**src/rtl/rv_pkg.sv**
```systemverilog
// Shared RV32I constants for the memory stage: funct3 width codes, mcause values,
// major opcodes and the load/store unit state encoding.
package rv_pkg;

  localparam logic [2:0] F3_LB  = 3'b000;
  localparam logic [2:0] F3_LH  = 3'b001;
  localparam logic [2:0] F3_LW  = 3'b010;
  localparam logic [2:0] F3_LBU = 3'b100;
  localparam logic [2:0] F3_LHU = 3'b101;
  localparam logic [2:0] F3_SB  = 3'b000;
  localparam logic [2:0] F3_SH  = 3'b001;
  localparam logic [2:0] F3_SW  = 3'b010;

  localparam logic [3:0] MCAUSE_INSN_MIS = 4'd0;
  localparam logic [3:0] MCAUSE_ILLEGAL  = 4'd2;
  localparam logic [3:0] MCAUSE_LD_MIS   = 4'd4;
  localparam logic [3:0] MCAUSE_LD_FAULT = 4'd5;
  localparam logic [3:0] MCAUSE_ST_MIS   = 4'd6;
  localparam logic [3:0] MCAUSE_ST_FAULT = 4'd7;

  localparam logic [6:0] OPC_LOAD   = 7'b0000011;
  localparam logic [6:0] OPC_STORE  = 7'b0100011;
  localparam logic [6:0] OPC_OP     = 7'b0110011;
  localparam logic [6:0] OPC_SYSTEM = 7'b1110011;

  typedef enum logic [1:0] {
    ST_IDLE = 2'd0,
    ST_BUS  = 2'd1,
    ST_DONE = 2'd2
  } lsu_state_e;

endpackage

```
**src/rtl/lsu_align.sv**
```systemverilog
// Combinational lane logic: misalignment detection, byte enables, store-lane replication
// for the incoming request, and load extract/extend for the transfer in flight.
module lsu_align
  import rv_pkg::*;
(
  input  logic        is_store_i,
  input  logic [2:0]  funct3_i,
  input  logic [1:0]  addr_lo_i,
  input  logic [31:0] st_d_i,
  input  logic [2:0]  ld_funct3_i,
  input  logic [1:0]  ld_addr_lo_i,
  input  logic [31:0] ld_raw_i,
  output logic        supported_o,
  output logic        misaligned_o,
  output logic [3:0]  sel_o,
  output logic [31:0] st_lanes_o,
  output logic [31:0] ld_ext_o
);

  logic        mis_raw;
  logic [7:0]  ld_byte;
  logic [15:0] ld_half;

  // Unsupported encodings never raise a misalign flag; the decoder reports them.
  always_comb begin
    if (is_store_i) begin
      supported_o = (funct3_i == F3_SB) || (funct3_i == F3_SH) || (funct3_i == F3_SW);
    end else begin
      supported_o = (funct3_i == F3_LB)  || (funct3_i == F3_LH) || (funct3_i == F3_LW) ||
                    (funct3_i == F3_LBU) || (funct3_i == F3_LHU);
    end
    mis_raw    = 1'b0;
    sel_o      = 4'b1111;
    st_lanes_o = st_d_i;
    case (funct3_i[1:0])
      2'b00: begin
        sel_o      = 4'b0001 << addr_lo_i;
        st_lanes_o = {4{st_d_i[7:0]}};
      end
      2'b01: begin
        mis_raw    = addr_lo_i[0];
        sel_o      = addr_lo_i[1] ? 4'b1100 : 4'b0011;
        st_lanes_o = {2{st_d_i[15:0]}};
      end
      default: mis_raw = (addr_lo_i != 2'b00);
    endcase
    misaligned_o = mis_raw & supported_o;
  end

  always_comb begin
    case (ld_addr_lo_i)
      2'd0:    ld_byte = ld_raw_i[7:0];
      2'd1:    ld_byte = ld_raw_i[15:8];
      2'd2:    ld_byte = ld_raw_i[23:16];
      default: ld_byte = ld_raw_i[31:24];
    endcase
    ld_half = ld_addr_lo_i[1] ? ld_raw_i[31:16] : ld_raw_i[15:0];
    case (ld_funct3_i)
      F3_LB:   ld_ext_o = {{24{ld_byte[7]}}, ld_byte};
      F3_LBU:  ld_ext_o = {24'h0, ld_byte};
      F3_LH:   ld_ext_o = {{16{ld_half[15]}}, ld_half};
      F3_LHU:  ld_ext_o = {16'h0, ld_half};
      default: ld_ext_o = ld_raw_i;
    endcase
  end

endmodule

```
**config.mk**
```make
export PLATFORM = sky130hd
export DESIGN_NAME = lsu_align
export DESIGN_NICKNAME = d
export VERILOG_FILES = /design/src/rtl/rv_pkg.sv /design/src/rtl/lsu_align.sv
export SDC_FILE = /design/constraint.sdc
export NUM_CORES = 1
export LEC_CHECK = 0
export CAP_MARGIN = 20
export CORE_MARGIN = 2
export CORE_UTILIZATION = 33
export DETAILED_ROUTE_END_ITERATION = 10
export PLACE_DENSITY = 0.9
export SLEW_MARGIN = 10
export SYNTH_ARGS = -nofsm -noshare
export SYNTH_HDL_FRONTEND = slang
export SYNTH_SLANG_ARGS = --single-unit
```
**constraint.sdc**
```tcl
create_clock -name vclk -period 2.4
set_input_delay 0.48 -clock vclk [all_inputs]
set_output_delay 0.48 -clock vclk [all_outputs]
set_load 0.02 [all_outputs]
```
# Yosys cells after proc, flatten, opt, wreduce, memory -nomap -nowiden
# Index checks and enable logic that the tools add are counted.
[classes]
n_eq_ne = 10
shift = 1
muxes = 8
bitwise_logic = 1
n_reduce_logical = 9
[op_table]
columns = ["cell", "n"]
rows = [
  ["one-hot mux 32 bit (4 select lines)", 1],
  ["one-hot mux 32 bit (2 select lines)", 1],
  ["one-hot mux 8 bit (3 select lines)", 1],
  ["2-to-1 mux 16 bit", 1],
  ["== test 3 bit (second input constant)", 4],
  ["one-hot mux 4 bit (2 select lines)", 1],
  ["== test 3 x 1 -> 1 bit (second input constant)", 2],
  ["zero test 3 bit", 2],
  ["== test 2 x 1 -> 1 bit (second input constant)", 2],
  ["zero test 2 bit", 2],
  ["logical OR 1 bit", 4],
  ["2-to-1 mux 4 bit", 1],
  ["left shift 1 x 2 -> 4 bit (first input constant)", 1],
  ["== test 3 x 2 -> 1 bit (second input constant)", 1],
  ["== test 2 bit (second input constant)", 1],
  ["one-hot mux 1 bit (2 select lines)", 1],
  ["nonzero test 2 bit", 1],
  ["bitwise AND 1 bit", 1],
  ["2-to-1 mux 1 bit", 1],
]
[word_totals]
regBits = 0
input_bits = 75
output_inout_bits = 70
word_cells = 29

# Longest topological paths before layout
[logic_depth]
word_depth = 7
depth_mapped = 6
mapped_depth_nobuf = 3

# Worst setup path before layout
# OpenSTA, ideal clock, no wires.
[synth_path]
kind = "input port to output port"
startpoint = "in ld_addr_lo_i[1]"
endpoint = "out ld_ext_o[2]"
arrival_time_ps = 1647
t_required_ps = 1920
setup_slack_ps = 273
cell_stages = 5
path_buffers = 2
cell_sequence = "buf_6 > buf_6 > mux4_2 > nor2_1 > a311oi_1"
[synth_via]
elab_chain_len = 3
word_cells_on_any_way = 6
classes_between = "eq/ne (2); mux (3); reduce/logical (1)"
[synth_rtl]
columns = ["item", "line_no", "text"]
rows = [
  ["start: declaration", "lsu_align.sv:11", "input logic [1:0] ld_addr_lo_i,"],
  ["== test 2 bit (tied with other cells)", "lsu_align.sv:51", "case (ld_addr_lo_i)"],
  ["one-hot mux 8 bit (3 select lines)", "lsu_align.sv:51", ""],
  ["one-hot mux 32 bit (4 select lines) (*)", "lsu_align.sv:58", "case (ld_funct3_i)"],
  ["end: declaration", "lsu_align.sv:17", "output logic [31:0] ld_ext_o"],
]
# Every way passes the cells marked *; elsewhere a longest branch is shown, timed or not.

# Final worst setup path
[layout_path]
startpoint = "in ld_addr_lo_i[1]"
endpoint = "out ld_ext_o[19]"
# The elaborated chain is that of the path after synthesis.

==> results.md <==
* Die Area at 4830 µm²
* Non-Filler Instances at 404
* I/O Buffers at roughly 150
* CP startpoint: ld_addr_lo_i[1]
* PD cells at between 200 and 250 nW/µm²
* Area Overhead vs Synth at 114%
* RSZ-0062 raised after global routing: false
* Net total in the final layout at 431
* Post-Syn Instances at roughly 190
* Run status: completed
* Initial antenna violation count at 0
* Internal at between 0.3 and 0.4 mW
* Total power at 0.713 mW
* Dpl ws at -0.602 ns
* Slew Limit Fails at 0
* Worst Hold Class: in -> out
* First-pass GRT wire length at 11,000 µm
* Max Freq at between 400 and 500 MHz
* CLK BUF at 0
* Most frequent cell after synthesis: nand2_1
* Final setup fails at 0
* Hold Buf Count CTS at 0
* N_diodes at 0
* Chip width at 69.5 µm
* Leak pwr at 1.43 nW
* Worst-path fanout max at 8
* Vias in the first global route at about 2.2k
* Share of the synthesized area in the top cell type at 0.143
* Inst Count DP at 402
* Total wire length at 7060 µm
* Syn Std Cell Area at 1420 µm²
* Yosys cell types at 33
* Filler Cell Count at 313
* Initial DRT Pass Iterations at 4
* Slew @ Worst Pin at between 0.2 and 0.3 ns
* Worst EP required at 1.92 ns
* Synth warnings at 0
* Reg power frac at 0
* Synth Net Count at ~260
* Total global routing overflow at 0
* Layout Utilization at 0.747
* Tcrit/Tclk final at 0.982
* Critical path class: in -> out
* Drt drc at 0
* Die Y at 69.5 µm
* Worst setup EP type: primary output
* Slew HR at 0.811
* P_sw at 0.347 mW
* Synth top area cells: mux2_2, mux4_2, o211ai_1, nand2_1, mux2i_1
* Final HPWL DP at 5900 µm
* I/O pin count at 145
* Area leader, netlist: mux2_2
* Sw frac at 0.487
* DR WL/cell at ~17 µm
* Clock power share at 0
* FFs & Latches at 0
* Via count at 2,154
* Overall routing resource usage at 0.272
* Seq. cell area at 0 µm²
* Largest net degree at the start of global routing at 18
* MaxCap Viol Count at 0
* Vias per cell at 5.33
* Critical path's slowest cell: mux2_4
* Syn avg cell area at 7.53 µm²
* CP cell instances: dlygate4sd2_1 > buf_6 > mux2_4 > a22oi_4 > buf_6 > o221ai_1 > buf_2
* Setup WS post-layout at 0.0425 ns
* Seq/Total Area, Yosys at 0
* Post-synth top cells: nand2_1, mux2_2, o211ai_1, a21oi_1, nor2_1
* Worst Hold Launch: ld_raw_i[23]
* Layout cells sized above 1 at 0.331
* Placer Congestion at 0.880
* Max stage delay on crit path at 0.32 ns
* Routed Antenna Nets at 0
* Core area at 4060 µm²
* Worst vdd ir at 142 µV
* Drt initial violations at 108
* Min cycle time layout at 2.36 ns
* Data arrival, critical path at 1.88 ns
* Combinational group share of total power at 1.000
* Final hold viol count at 0
* Num rows at 23
* CP Launch Type: input port
* Most common cell on crit path: buf_6
* Initial core utilization at 0.349
## cells by family (layout without fill, tap and decap cells)
logic type | Yosys count | count (layout) | share of synthesized area
compound gates | 64 | 64 | 0.333
simple gates | 49 | 49 | 0.158
buf+inv | 39 | 205 | 0.157
mux | 36 | 36 | 0.351
## what timing repair did
action | 4_1_cts | 5_1_grt
setup buffers | 2 | 0
pin swaps | 4 | 2
endpoints found under the setup margin | 62 | 40
gates cloned | 0 | 0
resized for setup | 177 | 11
## metal layers
| layer | routed length [µm] | GRT usage | up-vias |
|---|---|---|---|
| met5 | 0 | 0 | - |
| met4 | 73 | 0.0305 | 0 |
| met3 | 319 | 0.0160 | 6 |
| met2 | 3970 | 0.542 | 82 |
| met1 | 2700 | 0.325 | 1017 |
| li1 | - | - | 1049 |
## final cells by class
| cell class | count | area, µm² | area share |
|---|---|---|---|
| inverters | 11 | 41.3 | 0.0136 |
| multi-input cells | 149 | 1220 | 0.401 |
| well taps | 50 | 62.6 | 0.0206 |
| repair buffers | 194 | 1710 | 0.564 |
## per-stage QoR
step / hold slack [ns] / TNS (ns) / area, µm²
after global placement: 1.96 / -22.34 / 3130
after global routing: 1.48 / 0 / 3030
after detailed placement: 1.98 / -23.65 / 3130
final: 1.45 / 0 / 3030
after CTS: 1.52 / 0 / 3000
after floorplan: 1.07 / 0 / 1420
## placed cells by master (no fill, tap or decap), types with 5 or more instances in the layout
cell type,synthesis,final
a21oi_1,11,11
a311oi_1,8,8
a31oi_1,6,6
buf_2,7,28
buf_4,10,46
buf_6,4,5
clkdlybuf4s50_1,0,85
dlygate4sd2_1,0,19
dlymetal6s2s_1,0,8
inv_1,10,10
mux2_2,18,18
mux2i_1,8,8
mux4_2,7,7
nand2_1,23,23
nor2_1,11,11
nor2b_1,7,6
o211ai_1,14,14
o21ai_0,9,9
o221ai_1,6,5
## critical path: cells and delay by family
| family | cells | cell delay, ns |
|---|---|---|
| AO/OA/AOI/OAI | 2 | 0.34 |
| buffers and inverters | 4 | 0.75 |
| multiplexers | 1 | 0.32 |
## power groups by stage
stage          sequential [mW]  clock, mW  combinational [mW]
2_1_floorplan                0          0               0.349
6_report                     0          0               0.713
4_1_cts                      0          0               0.710
3_3_place_gp                 0          0               0.747
3_5_place_dp                 0          0               0.761
5_1_grt                      0          0               0.750
## worst paths after layout
kind,slack (ns),depth (start not counted),to
setup / recovery,0.04,7,ld_ext_o[19]
hold / removal,1.45,4,ld_ext_o[7]
No activity file was read; power rests on OpenSTA's default activity.
